**config.mk**
```make
export PLATFORM = sky130hd
export DESIGN_NAME = issue_mem_queue
export DESIGN_NICKNAME = d
export VERILOG_FILES = /design/src/rtl/core_dispatch_pkg.sv /design/src/rtl/issue_mem_queue_ptr.sv /design/src/rtl/issue_mem_queue.sv
export SDC_FILE = /design/constraint.sdc
export NUM_CORES = 1
export LEC_CHECK = 0
export ABC_CLOCK_PERIOD_IN_PS = 2100
export BUFFER_PORTS_ARGS = -buffer_cell sky130_fd_sc_hd__buf_4
export CELL_PAD_IN_SITES_DETAIL_PLACEMENT = 1
export CELL_PAD_IN_SITES_GLOBAL_PLACEMENT = 2
export CORE_UTILIZATION = 36
export DETAILED_ROUTE_END_ITERATION = 7
export PLACE_DENSITY_LB_ADDON = 0.1
export REMOVE_ABC_BUFFERS = 1
export SYNTH_ARGS = -nofsm -noshare
export SYNTH_HDL_FRONTEND = slang
export SYNTH_SLANG_ARGS = --single-unit
```
**constraint.sdc**
```tcl
create_clock -name clk -period 2.1 [get_ports clk]
set_input_delay 0.21 -clock clk [delete_from_list [all_inputs] [get_ports clk]]
set_output_delay 0.21 -clock clk [all_outputs]
set_load 0.005 [all_outputs]
```
**src/rtl/core_dispatch_pkg.sv**
```systemverilog
// Shared dispatch-side widths and the MEM issue-queue entry layout.
package core_dispatch_pkg;
    localparam int DATA_W    = 32;
    localparam int ROB_TAG_W = 4;
    localparam int FID_W     = 8;
    localparam int IMM_W     = 26;
    localparam int MEM_CMD_W = 5;

    typedef struct packed {
        logic [DATA_W-1:0]    src0;
        logic [DATA_W-1:0]    src1;
        logic [ROB_TAG_W-1:0] rob;
        logic [IMM_W-1:0]     imm;
        logic [FID_W-1:0]     fid;
        logic [MEM_CMD_W-1:0] mem_cmd;
    } mem_entry_t;
endpackage

```
**src/rtl/issue_mem_queue_ptr.sv**
```systemverilog
// Read/write pointers and occupancy for the MEM issue queue; flush clears all state.
module issue_mem_queue_ptr #(
    parameter int DEPTH = 4,
    parameter int PTR_W = $clog2(DEPTH)
) (
    input  logic             clk,
    input  logic             resetn,
    input  logic             i_flush,
    input  logic             i_enq,
    input  logic             i_deq,
    output logic [PTR_W-1:0] o_rptr,
    output logic [PTR_W-1:0] o_wptr,
    output logic [PTR_W:0]   o_count,
    output logic             o_full,
    output logic             o_empty
);
    logic [PTR_W-1:0] r_rptr;
    logic [PTR_W-1:0] r_wptr;
    logic [PTR_W:0]   r_count;

    // Pointer and count state; DEPTH is a power of two so wrap is natural overflow.
    always_ff @(posedge clk or negedge resetn) begin
        if (!resetn) begin
            r_rptr  <= {PTR_W{1'b0}};
            r_wptr  <= {PTR_W{1'b0}};
            r_count <= {(PTR_W+1){1'b0}};
        end else if (i_flush) begin
            r_rptr  <= {PTR_W{1'b0}};
            r_wptr  <= {PTR_W{1'b0}};
            r_count <= {(PTR_W+1){1'b0}};
        end else begin
            if (i_enq) begin
                r_wptr <= r_wptr + {{(PTR_W-1){1'b0}}, 1'b1};
            end
            if (i_deq) begin
                r_rptr <= r_rptr + {{(PTR_W-1){1'b0}}, 1'b1};
            end
            case ({i_enq, i_deq})
                2'b10:   r_count <= r_count + {{PTR_W{1'b0}}, 1'b1};
                2'b01:   r_count <= r_count - {{PTR_W{1'b0}}, 1'b1};
                default: r_count <= r_count;
            endcase
        end
    end

    assign o_rptr  = r_rptr;
    assign o_wptr  = r_wptr;
    assign o_count = r_count;
    assign o_full  = (r_count == (PTR_W+1)'(DEPTH));
    assign o_empty = (r_count == {(PTR_W+1){1'b0}});
endmodule

```
**src/rtl/issue_mem_queue.sv**
```systemverilog
// In-order MEM-pipe issue buffer with enqueue-time ALU forwarding.
// Optional same-cycle empty-queue bypass under `ISSUE_MEM_QUEUE_BYPASS_EN.
module issue_mem_queue
    import core_dispatch_pkg::*;
#(
    parameter int DEPTH = 4,
    parameter int PTR_W = $clog2(DEPTH)
) (
    input  logic                 clk,
    input  logic                 resetn,
    input  logic                 bco_valid,
    input  logic                 i_valid,
    input  logic                 i_pipe_mem,
    input  logic [DATA_W-1:0]    i_src0_value,
    input  logic                 i_src0_forward_alu,
    input  logic [DATA_W-1:0]    i_src1_value,
    input  logic                 i_src1_forward_alu,
    input  logic [DATA_W-1:0]    i_alu_result,
    input  logic [ROB_TAG_W-1:0] i_dst_rob,
    input  logic [IMM_W-1:0]     i_imm,
    input  logic [FID_W-1:0]     i_fid,
    input  logic [MEM_CMD_W-1:0] i_mem_cmd,
    output logic                 o_ready,
    output logic                 o_valid,
    input  logic                 i_ready,
    output logic [DATA_W-1:0]    o_src0_value,
    output logic [DATA_W-1:0]    o_src1_value,
    output logic [ROB_TAG_W-1:0] o_dst_rob,
    output logic [IMM_W-1:0]     o_imm,
    output logic [FID_W-1:0]     o_fid,
    output logic [MEM_CMD_W-1:0] o_mem_cmd,
    output logic [PTR_W:0]       o_count
);
    logic [PTR_W-1:0] w_rptr;
    logic [PTR_W-1:0] w_wptr;
    logic [PTR_W:0]   w_count;
    logic             w_full;
    logic             w_empty;
    logic             w_enq;
    logic             w_deq;
    logic             w_bypass;
    logic             w_write;
    mem_entry_t       w_in;
    mem_entry_t       w_head;
    mem_entry_t       r_mem [DEPTH];

    assign w_enq = i_valid & i_pipe_mem & ~w_full & ~bco_valid;
    assign w_deq = ~w_empty & i_ready & ~bco_valid;
`ifdef ISSUE_MEM_QUEUE_BYPASS_EN
    assign w_bypass = w_empty & w_enq & i_ready;
`else
    assign w_bypass = 1'b0;
`endif
    assign w_write = w_enq & ~w_bypass;

    assign w_in.src0    = i_src0_forward_alu ? i_alu_result : i_src0_value;
    assign w_in.src1    = i_src1_forward_alu ? i_alu_result : i_src1_value;
    assign w_in.rob     = i_dst_rob;
    assign w_in.imm     = i_imm;
    assign w_in.fid     = i_fid;
    assign w_in.mem_cmd = i_mem_cmd;

    issue_mem_queue_ptr #(
        .DEPTH (DEPTH),
        .PTR_W (PTR_W)
    ) u_ptr (
        .clk     (clk),
        .resetn  (resetn),
        .i_flush (bco_valid),
        .i_enq   (w_write),
        .i_deq   (w_deq),
        .o_rptr  (w_rptr),
        .o_wptr  (w_wptr),
        .o_count (w_count),
        .o_full  (w_full),
        .o_empty (w_empty)
    );

    // Entry storage; flush leaves payload in place since the pointers gate it.
    always_ff @(posedge clk or negedge resetn) begin
        if (!resetn) begin
            for (int i = 0; i < DEPTH; i++) begin
                r_mem[i] <= {$bits(mem_entry_t){1'b0}};
            end
        end else if (w_write) begin
            r_mem[w_wptr] <= w_in;
        end else begin
            r_mem[w_wptr] <= r_mem[w_wptr];
        end
    end

    // Head selection: stored entry at rptr, or the live input when bypassing.
    always_comb begin
        w_head  = r_mem[w_rptr];
        o_valid = ~w_empty;
        if (w_bypass) begin
            w_head  = w_in;
            o_valid = 1'b1;
        end else begin
            w_head  = r_mem[w_rptr];
            o_valid = ~w_empty;
        end
    end

    assign o_ready      = ~w_full;
    assign o_count      = w_count;
    assign o_src0_value = w_head.src0;
    assign o_src1_value = w_head.src1;
    assign o_dst_rob    = w_head.rob;
    assign o_imm        = w_head.imm;
    assign o_fid        = w_head.fid;
    assign o_mem_cmd    = w_head.mem_cmd;
endmodule
```
After elaboration in Yosys (flattened, before gate mapping)
Cells that the tools add are included.
W data, S select, Z words.
{"block": "op_classes", "n_addsub": 4, "order_cmp": 3, "eq_ne": 3, "muxes": 19, "bitwise": 10, "n_reduce_logical": 5}
{"cell": "$bwmux W428", "n": 2}
{"cell": "$mux W107", "n": 5}
{"cell": "$bmux W107 S2", "n": 2}
{"cell": "$mux W428", "n": 1}
{"cell": "$demux W107 S2", "n": 1}
{"cell": "$mux W32", "n": 2}
{"cell": "$mux W2", "n": 4}
{"cell": "$ge A3 B3 Y1 const B", "n": 2}
{"cell": "$not A2 Y3", "n": 2}
{"cell": "$pmux W3 S2", "n": 1}
{"cell": "$and A1 B1 Y1", "n": 5}
{"cell": "$add A2 B1 Y2 const B", "n": 2}
{"cell": "$reduce_bool A2 Y1", "n": 2}
{"cell": "$add A3 B1 Y3 const B", "n": 1}
{"cell": "$eq A3 B3 Y1 const B", "n": 1}
{"cell": "$logic_not A3 Y1", "n": 1}
{"cell": "$lt A3 B1 Y1 const B", "n": 1}
{"cell": "$mux W3", "n": 1}
{"cell": "$not A1 Y1", "n": 3}
{"cell": "$reduce_bool A3 Y1", "n": 1}
{"cell": "$sub A3 B1 Y3 const B", "n": 1}
{"cell": "$eq A2 B1 Y1 const B", "n": 1}
{"cell": "$eq A2 B2 Y1 const B", "n": 1}
{"cell": "$logic_and A1 B1 Y1", "n": 1}
{"block": "totals", "reg_bits": 435, "in_bits": 147, "output_inout_bits": 112, "wordCells": 71}

Longest topological paths before layout
Gate-level depths: netlist (run 1).
{"block": "depth", "ltp_word": 7, "ltp_mapped": 10, "depth_no_buf": 7}

Hierarchy
A second synthesis (run 1) with hierarchy kept.
{"block": "hier_totals", "hier_cells": 1146, "area_unflattened_um2": 19892.8}
{"module": "issue_mem_queue", "n_inst": 1, "cells_per_inst": 1115, "area_per_inst_um2": 19552.5, "seq_area_each_um2": 10710.3}
{"module": "issue_mem_queue_ptr", "n_inst": 1, "cells_per_inst": 31, "area_per_inst_um2": 340.3, "seq_area_each_um2": 175.2}

Worst setup path after synthesis (run 1)
Ideal clock, no wire load.
{"block": "synth_timing", "path_kind": "register to register", "start": "register u_ptr.r_wptr[1] (netlist: u_ptr.o_wptr[1])", "end": "register r_mem[245] (netlist bit)", "setup_time_ns": 0.077, "arrival_ns": 2.001, "required_time_ns": 2.023, "slack_ns": 0.021, "stages_incl_launch_ff": 11, "path_buffers": 6, "period_less_slack_ns": 2.079, "path_cell_list": "dfrtp_1 -> buf_2 -> buf_2 -> buf_2 -> inv_1 -> ha_1 -> clkbuf_1 -> clkbuf_1 -> clkbuf_1 -> nor2_1 -> a21oi_1"}
{"block": "synth_via", "elab_chain_cells": 7, "elab_cells_between_ends": 12, "classes_between": "2 x order compare; 8 x mux; 1 x bitwise; 1 x reduce/logical"}
{"element": "start, declared", "line": "issue_mem_queue_ptr.sv:18", "rtl": "logic [PTR_W-1:0] r_wptr;"}
{"element": "start signal, assigned", "line": "issue_mem_queue_ptr.sv:25", "rtl": "r_wptr <= {PTR_W{1'b0}};"}
{"element": "start signal, assigned", "line": "issue_mem_queue_ptr.sv:29", "rtl": "r_wptr <= {PTR_W{1'b0}};"}
{"element": "start signal, assigned", "line": "issue_mem_queue_ptr.sv:33", "rtl": "r_wptr <= r_wptr + {{(PTR_W-1){1'b0}}, 1'b1};"}
{"element": "$not A2 Y3 (not written as such) *", "line": "issue_mem_queue.sv:86, issue_mem_queue.sv:88"}
{"element": "$ge A3 B3 Y1 (not written as such) / $lt A3 B1 Y1 (equally long branches)", "line": "issue_mem_queue.sv:86, issue_mem_queue.sv:88"}
{"element": "$logic_and A1 B1 Y1 (not written as such)", "line": "issue_mem_queue.sv:86, issue_mem_queue.sv:88"}
{"element": "$mux W107 (not written as such)", "line": "issue_mem_queue.sv:86, issue_mem_queue.sv:88"}
{"element": "$demux W107 S2", "line": "issue_mem_queue.sv:86, issue_mem_queue.sv:88"}
{"element": "$bwmux W428 (on tied branches)", "line": "issue_mem_queue.sv:88, issue_mem_queue.sv:86"}
{"element": "$mux W428 *", "line": "issue_mem_queue.sv:85", "rtl": "end else if (w_write) begin"}
{"element": "end signal, assigned by index", "line": "issue_mem_queue.sv:83", "rtl": "r_mem[i] <= {$bits(mem_entry_t){1'b0}};"}
{"element": "end signal, assigned by index", "line": "issue_mem_queue.sv:86", "rtl": "r_mem[w_wptr] <= w_in;"}
{"element": "end signal, assigned by index", "line": "issue_mem_queue.sv:88", "rtl": "r_mem[w_wptr] <= r_mem[w_wptr];"}
{"element": "end, declared", "line": "issue_mem_queue.sv:45", "rtl": "mem_entry_t r_mem [DEPTH];"}
Mark *: on every way between the ends. The rest lies on a longest branch, timed or not. The select of a mux whose other input is x is not followed.
A chain may end at the register's enable or synchronous reset.

Worst setup path in the final report (run 1)
{"block": "layout_timing", "start": "register u_ptr.r_rptr[0] (netlist: u_ptr.o_rptr[0])", "end": "output port o_src1_value[26]"}
{"block": "layout_via", "elab_chain_cells": 4}
{"element": "start, declared", "line": "issue_mem_queue_ptr.sv:17", "rtl": "logic [PTR_W-1:0] r_rptr;"}
{"element": "start signal, assigned", "line": "issue_mem_queue_ptr.sv:24", "rtl": "r_rptr <= {PTR_W{1'b0}};"}
{"element": "start signal, assigned", "line": "issue_mem_queue_ptr.sv:28", "rtl": "r_rptr <= {PTR_W{1'b0}};"}
{"element": "start signal, assigned", "line": "issue_mem_queue_ptr.sv:36", "rtl": "r_rptr <= r_rptr + {{(PTR_W-1){1'b0}}, 1'b1};"}
{"element": "$not A2 Y3 (not written as such)", "line": "issue_mem_queue.sv:100", "rtl": "w_head = r_mem[w_rptr];"}
{"element": "$bmux W107 S2", "line": "issue_mem_queue.sv:100"}
{"element": "$mux W107 (not written as such) (2 in a row)", "line": "issue_mem_queue.sv:100"}
{"element": "end, declared", "line": "issue_mem_queue.sv:27", "rtl": "output logic [DATA_W-1:0] o_src1_value,"}
Every way passes these cells. The select of a mux whose other input is x is not followed.

==> results summary, run 1 <==
The flow ran to the end, but the final reports show violations. The final reports fail on negative setup slack. Dividing the final minimum period by the clock period gives 1.11. The wire length of the first global-routing pass is 110 mm. The weighted congestion at the end of routability-driven global placement came out at 0.795. For the pin with the worst max-slew slack, the measured transition is 0.455 ns. The wire-length estimate of the detail-placed layout is 45.3 mm. In this run the worst path has a maximum fanout of 9. The post-placement cell count came out at 2977. The die boundary height is 251 um. The die area came out at 63100 um2. The part of the total power dissipated in combinational logic came out at 0.434. Of the cells placed in the final design, the portion with a size suffix greater than 1 is 0.333.

The post-route met1 wirelength came out at 31.1 mm. The worst vdd rail ir drop came out at 0.772 mV. The total power divided by cell area came out at 1460 nW/um2.

The via count normalized by instance count is 5.47. The share of total power consumed by net switching came out at 0.341. The via count of the first global-routing pass is 18700.

The residual antenna-violating net count after detailed routing is 0. The path class of the tightest hold or removal check is in -> reg. The number of clock sinks is 435.

The total I/O pin count is 259. The internal portion of the total power is 28300 uW. The average cell area after synthesis came out at 11.4 um2. The most used flip-flop cell after synthesis is dfrtp_1. The wire length per cell is 22.6 um. The count of unresolved DRC violations after routing is 0. Measured on the finished design, the core utilization comes to 0.476. The final non-filler cell total came out at 3140. In this design, the critical path's most frequently occurring cell is buf_12. Clock tree synthesis inserted a total of 53 buffers. The count of endpoints failing hold in the final timing report is 0. Setup repair after global routing could not meet its margin everywhere. The placeable core area is 61600 um2. Of the total power, the clock network draws 0.230. The worst pin sits at a relative slew slack of 0.688.

The met3 layer wire length in the routed design is 3.03 mm. TritonCTS built the clock tree. The initial antenna violation count is 1. Data on the critical path is required at its endpoint by 1.89 ns. The total met2 wirelength after detailed routing is 35.4 mm. The starting density of the core came out at 0.363. The die is 251 um wide.

The worst setup path is of the reg -> out kind. The number of standard-cell rows in the floorplan is 91. The number of warnings reported in the yosys synthesis log is 0.

The number of iterations in the first detailed-routing pass came out at 4. The number of cells produced by synthesis came out at 1958. The overall via count from detail_route is 17200. The port buffer count is 258.

The global-route total usage across every layer came out at 0.226. The final count of negative-setup-slack endpoints is 107. The largest net degree at the start of global routing is 76.

Traced cell by cell, the critical path runs through buf_12, buf_12, mux4_2, buf_6. Yosys mapped a number of flops with a built-in enable equal to 0. The smallest clock period supported by the final layout is computed as 2.32 ns.

The total overflow reported by the global router came out at 0. The latest clock arrival within the worst-skew pair came out at 0.60 ns. The buffer depth of the longest clock path came out at 3. STA classifies the critical path endpoint as a primary output. In this run the static leakage power is 0.0110 uW. The count of routing violations after the opening detailed-route iteration came out at 1119. The maximum cell stage delay along the critical path came out at 0.57 ns. The netlist area before placement came out at 22400 um2. The tree is rooted in a clkbuf_16.

The number of nets in the layout is 2409. The worst-case setup margin in the final layout came out at -0.223 ns. The number of violations of the max-capacitance limit came out at 0. Before CTS, the worst setup slack after placement is -0.00499 ns.

The sequential power share came out at 0.337. The largest individual stage delay along the critical path comes from the cell mux4_2. The net switching power came out at 14600 uW. The area added between synthesis and finish is 31.1%. The sum of routed wire length over all layers came out at 71.0 mm.

For this run, the top clock speed supported by timing is 0.430 GHz. The fraction of registers with async set/reset came out at 1.00. After clock tree synthesis, the clock-pin slew on the worst setup and hold paths is 0.06 ns. The maximum clock skew at final layout is 0.0142 ns. The max-slew violation count came out at 0. The share of synthesized area occupied by flip-flops and latches came out at 0.487. The number of synthesized register bits is 435.

The highest signal layer in the routed design is met4. The hold slack is 0.0330 ns. For the worst setup path, the data arrival time is 2.11 ns. The number of distinct standard cells referenced by the synthesized netlist is 31.

STA classifies the critical path startpoint as a register. The number of H-tree levels is 2. The setup slack of the worst register-to-register path is 0.06 ns.
==> state kept, by name, indices dropped and copies added (netlist names) <==
signal,cells
r_mem,428
u_ptr.o_count,3
u_ptr.o_wptr,2
u_ptr.o_rptr,2
==> logic make-up (layout without fill, tap and decap cells) <==
| family | Yosys count | count (layout) | share of synthesized area |
|---|---|---|---|
| fa+ha+maj | 5 | 5 | 0.00313 |
| other cells | 0 | 1 | 0 |
| simple gates | 511 | 511 | 0.0912 |
| compound gates | 498 | 498 | 0.117 |
| mux | 323 | 323 | 0.264 |
| xor+xnor | 4 | 4 | 0.00157 |
| buf+inv | 182 | 526 | 0.0362 |
| flops | 435 | 435 | 0.487 |
==> final timing paths <==
kind,endpoint,from,depth (start not counted)
worst max register to register,r_mem[334],u_ptr.o_count[1],7
min in group asynchronous,r_mem[410],resetn,2
worst min register to register,r_mem[413],r_mem[413],2
worst min-delay path,r_mem[18],i_imm[5],3
worst max-delay path,o_src1_value[26],u_ptr.o_rptr[0],4
max in group asynchronous,r_mem[214],resetn,4
==> layout by cell type, fill, tap and decap left out, types with 2 or more instances in the layout <==
cell / netlist / layout
dfrtp_4: 0 / 4
clkbuf_16: 0 / 59
a21oi_1: 463 / 462
mux2i_2: 0 / 31
buf_8: 0 / 2
dfrtp_2: 0 / 2
mux2i_1: 108 / 75
dlygate4sd3_1: 0 / 44
nor2_1: 433 / 433
buf_4: 2 / 206
mux2i_4: 0 / 2
clkinv_2: 0 / 13
nor3_1: 66 / 66
buf_6: 9 / 106
ha_4: 0 / 4
mux4_2: 214 / 214
bufinv_16: 0 / 6
inv_1: 2 / 2
o21ai_0: 2 / 2
a21oi_2: 30 / 31
xnor2_1: 3 / 3
nand2_1: 3 / 3
clkbuf_1: 126 / 7
buf_12: 0 / 56
nand2b_1: 3 / 2
dfrtp_1: 435 / 429
buf_16: 0 / 5
clkbuf_8: 0 / 18
==> cell usage after synthesis (2+ instances only) <==
library cell  count  area share
nand2b_1          3     0.00084
a21oi_1         463        0.10
ha_1              4      0.0022
nor3_1           66       0.015
nand2_1           3     0.00050
inv_1             2     0.00034
buf_4             2     0.00067
dfrtp_1         435        0.49
mux4_2          214        0.22
buf_6             9      0.0045
mux2i_1         108       0.048
o21ai_0           2     0.00045
a21oi_2          30       0.012
nor2_1          433       0.073
buf_2            41      0.0092
xnor2_1           3      0.0012
clkbuf_1        126       0.021
==> critical path, delay by kind of cell (launching register included) <==
family / cells / cell delay (ns)
mux: 1 / 0.57
buf+inv: 3 / 0.50
flops: 1 / 0.44
==> timing repair <==
item	CTS	global route
cloned	4	4
setup buffers	7	7
setup endpoints to repair	112	281
hold buffers	43	1
gates resized for setup	120	40
hold endpoints to repair	501	1
pin swaps	0	1
==> power by group through the flow <==
stage,clock (uW),combinational (uW),sequential (uW)
3_5_place_dp,0,16800,14600
4_1_cts,10200,18700,14400
3_3_place_gp,0,16300,14300
5_1_grt,10500,20200,14900
6_report,9870,18600,14500
2_1_floorplan,0,9450,14100
==> through the flow <==
| stage | cell area (um2) | TNS, ns | power, uW |
|---|---|---|---|
| after floorplan | 21600 | -2801.57 | 23600 |
| after global placement | 26100 | -0.00504 | 30600 |
| after detailed placement | 26100 | -0.00499 | 31400 |
| after CTS | 29100 | -25.14 | 43300 |
| after global routing | 29300 | -25.26 | 45600 |
| final | 29300 | -18.56 | 42900 |
==> layout make-up <==
| type | instances | area (um2) |
|---|---|---|
| Clock buffer | 80 | 1650 |
| Sequential cell | 435 | 10900 |
| Inverter | 3 | 11.3 |
| Antenna cell | 1 | 2.50 |
| Timing Repair Buffer | 423 | 4570 |
| Multi-Input combinational cell | 1341 | 10900 |
| Fill cell | 6349 | 32300 |
| Clock inverter | 20 | 254 |
| Tap cell | 837 | 1050 |
==> metal layers <==
layer  vias to the layer above  track usage
met4                         0       0.0641
met2                       312        0.382
met5                         -            0
met1                      8991        0.301
met3                        93       0.0345
li1                       7769            -
No activity file was read; power rests on OpenSTA's default activity.
==> run 2: changes to the inputs <==
Settings changed: CORE_UTILIZATION 36 to 39, SYNTH_HIERARCHICAL set to 1.
==> results summary, run 2 <==
The detailed placer's ending HPWL came out at 33.3 mm (was 45.3 mm). The critical path class is reg -> out (unchanged). The global-route total usage across every layer came out at 0.201 (was 0.226). The share of the cycle needed by the critical path after routing is 1.12 (was 1.11). The arrival time of the worst setup path was 2.13 ns (was 2.11 ns).

The kind of start point of the critical path is a register (unchanged). The cell seen most often among critical-path stages is buf_12 (unchanged). The number of cells produced by synthesis is 1146 (was 1958). The class of the tightest hold or removal check is in -> reg (unchanged).

The via count of the first global-routing pass is 13300 (was 18700). The total negative slack for setup checks came to -19.91 ns (was -18.56 ns). The worst-margin pin slew came out at 0.521 ns (was 0.455 ns).

The number of synthesized register bits is 435 (unchanged). The area added between synthesis and finish is 29.1% (was 31.1%). The maximum cell stage delay along the critical path is 0.58 ns (was 0.57 ns). The largest net degree at the start of global routing came out at 65 (was 76). The fraction of registers with async set/reset came to 1.00 (unchanged). The average cell area after synthesis came out at 17.4 um2 (was 11.4 um2). The hold slack is 0.0630 ns (was 0.0330 ns). Ordered list of cells on the worst path: buf_12, buf_12, mux4_2, buf_6 (unchanged).

The worst slew margin relative to its limit is 0.652 (was 0.688). The total power divided by cell area is 905 nW/um2 (was 1460 nW/um2). The number of distinct standard cells referenced by the synthesized netlist came out at 26 (was 31). The critical path endpoint category is a primary output (unchanged). The most instantiated library cell after synthesis was dfrtp_1 (was a21oi_1). The count of endpoints failing hold in the final timing report is 0 (unchanged).

The end-of-flow core utilization was 0.511 (was 0.476). The post-route cell area was 25700 um2 (was 29300 um2). The number of flops mapped to enable cells by yosys came out at 0 (unchanged). The portion of synthesized cell area occupied by the leading cell type came out at 0.547 (was 0.487).

The number of H-tree levels is 2 (unchanged). The sum of routed wire length over all layers came out at 50.4 mm (was 71.0 mm). The commonest non-fill, non-tap cell in the layout is dfrtp_1 (was a21oi_1). The sequential power share came to 0.437 (was 0.337).

The fraction of layout instances using a drive strength above 1 is 0.663 (was 0.333). The share of total power consumed by net switching came out at 0.247 (was 0.341). The total overflow reported by the global router came out at 0 (unchanged). The weighted congestion at the end of routability-driven global placement came out at 0.735 (was 0.795). The number of nets in the layout came out at 1648 (was 2409). The wire length per cell came out at 22.8 um (was 22.6 um). The number of warnings reported in the yosys synthesis log came out at 6 (was 0). The antenna diode count came to 0 (was 1). The die boundary height came to 228 um (was 251 um). Setup repair after global routing missed its margin: true (unchanged). The number of buffers created by CTS came out at 48 (was 53).

The count of routing violations after the opening detailed-route iteration is 411 (was 1119). The shortest period the worst path allows is 2.34 ns (was 2.32 ns). The wire length of the first global-routing pass came out at 80.7 mm (was 110 mm). Status: finished with violations (unchanged). The family with the most delay on the worst path is multiplexers (unchanged). The count of unresolved DRC violations after routing is 0 (unchanged). The netlist area before placement was 19900 um2 (was 22400 um2). The worst-case setup margin in the final layout came to -0.245 ns (was -0.223 ns). The share of synthesized area occupied by flip-flops and latches came out at 0.547 (was 0.487). The maximum clock skew at final layout came out at 0.0131 ns (was 0.0142 ns). The overall die width is 228 um (was 251 um).

The worst vdd rail ir drop is 0.606 mV (was 0.772 mV). The critical path data required time was 1.89 ns (about the same). The port buffer count came to 258 (unchanged). The part of the total power dissipated in combinational logic is 0.208 (was 0.434). The max-slew violation count came out at 0 (unchanged).

The die area came out at 51900 um2 (was 63100 um2). The dominant cell type by area after synthesis is dfrtp_1 (unchanged). The timing-limited maximum frequency came out at 0.426 GHz (was 0.430 GHz). The via count normalized by instance count is 5.20 (was 5.47).

Biggest area contributors in the synthesized netlist: dfrtp_1 55%, mux2_2 23%, mux4_2 12% (was dfrtp_1 49%, mux4_2 22%, a21oi_1 10%). Violations in the final reports: negative setup slack (unchanged). The net switching power came out at 5740 uW (was 14600 uW). Top cell types by occurrence after synthesis: 435 x dfrtp_1, 404 x mux2_2, 107 x mux4_2 (was 463 x a21oi_1, 435 x dfrtp_1, 433 x nor2_1). The total power draw came out at 23200 uW (was 42900 uW). The slowest cell on the critical path was mux4_2 (unchanged).

The number of clock sinks is 435 (unchanged). The number of violations of the max-capacitance limit is 0 (unchanged). The clock transition at the registers of the reported paths came out at 0.06 ns (about the same). The residual antenna-violating net count after detailed routing is 0 (unchanged). The largest fanout on the critical path came out at 11 (was 9). The total I/O pin count is 259 (unchanged). The most used flip-flop cell after synthesis was dfrtp_1 (unchanged). The initial antenna violation count was 0 (was 1).

The starting density of the core came out at 0.396 (was 0.363). The fraction of power consumed by the clock network is 0.355 (was 0.230). The flip-flop count of the largest register after layout is 428 (unchanged). The latest clock arrival within the worst-skew pair came out at 0.57 ns (was 0.60 ns). The final count of negative-setup-slack endpoints came out at 107 (unchanged). Commonest non-fill, non-tap cells in the layout: 433 x dfrtp_1, 404 x mux2_2, 229 x buf_4 (was 462 x a21oi_1, 433 x nor2_1, 429 x dfrtp_1).

The placeable core area is 50300 um2 (was 61600 um2). The buffer depth of the longest clock path came out at 3 (unchanged). The area of placed instances is 23200 um2 (was 26100 um2). The overall via count from detail_route was 11500 (was 17200). The number of iterations in the first detailed-routing pass is 4 (unchanged). The cell at the root of the clock tree is clkbuf_16 (unchanged). The internal portion of total power is 17500 uW (was 28300 uW). The count of buffering cells on the critical path with inverters included came out at 3 (unchanged). The clock tree from TritonCTS was done (unchanged).

The largest register by flop count is r_mem (unchanged). The static leakage power came out at 0.0120 uW (was 0.0110 uW). The number of standard-cell rows in the floorplan came out at 82 (was 91).
## run 2: changes by cell type after synthesis, moves of 107 or more
cell | previous run | this run
clkbuf_1 | 126 | 12
mux2_2 | 1 | 404
mux4_2 | 214 | 107
mux2i_1 | 108 | 1
nor2_1 | 433 | 7
a21oi_1 | 463 | 0
## run 2: area by class of cell
type,count,area (um2)
clock inverter,13,92.6
clock buffer,75,1450
sequential,435,10900
tap,672,841
inverter,2,7.51
timing repair buffer,383,3860
fill,4776,24600
multi-input combinational,630,8530
## run 2: repair_timing
item,CTS,global route
setup endpoints to repair,107,173
pin swaps,0,1
hold buffers,45,0
cloned,5,1
gates resized for setup,57,23
hold endpoints to repair,334,0
buffers inserted,9,3
## run 2: path summary, 6_finish.rpt
| check | start | end | slack, ns | depth (start not counted) |
|---|---|---|---|---|
| max in group asynchronous | resetn | r_mem[146] | 1.11 | 4 |
| min in group asynchronous | resetn | r_mem[306] | 0.22 | 2 |
| worst max register to register | u_ptr/o_count[2] | r_mem[23] | 0.10 | 5 |
| worst min-delay path | i_src1_value[5] | r_mem[262] | 0.06 | 3 |
| worst min register to register | r_mem[180] | r_mem[180] | 0.50 | 1 |
| worst max-delay path | u_ptr/o_rptr[0] | o_src0_value[15] | -0.24 | 4 |
## run 2: metrics by stage
stage          cells  setup slack, ns
3_3_place_gp    2062           0.0811
3_5_place_dp    2062           0.0329
6_report        2210           -0.245
5_1_grt         2210           -0.314
2_1_floorplan   1067            -2.99
4_1_cts         2209           -0.308
## run 2: cell families after synthesis
group           share of synthesized area
compound gates                   0.000251
xor+xnor                          0.00264
fa+ha+maj                         0.00101
buf+inv                            0.0253
flops                               0.547
mux                                 0.417
simple gates                      0.00686
## run 2: routing by layer
metal	global-route usage	wire length, um
met4	0.0595	1230
met2	0.331	24900
met3	0.0290	1530
met5	0	0
met1	0.276	22700
## run 2: power groups by stage
| stage | Combinational (uW) | Clock (uW) | Sequential (uW) |
|---|---|---|---|
| global placement | 4420 | 0 | 10200 |
| finish | 4840 | 8240 | 10200 |
| global route | 5210 | 8850 | 10300 |
| floorplan | 2360 | 0 | 10100 |
| CTS | 4890 | 8540 | 10200 |
| detailed placement | 4520 | 0 | 10300 |
## run 2: worst register-to-register path, delay by kind of cell (launching register included)
kind,cells,cell delay [ns]
DFF,1,0.37
muxes,1,0.41
buffers and inverters,1,0.26
and+or+nand+nor,3,0.84
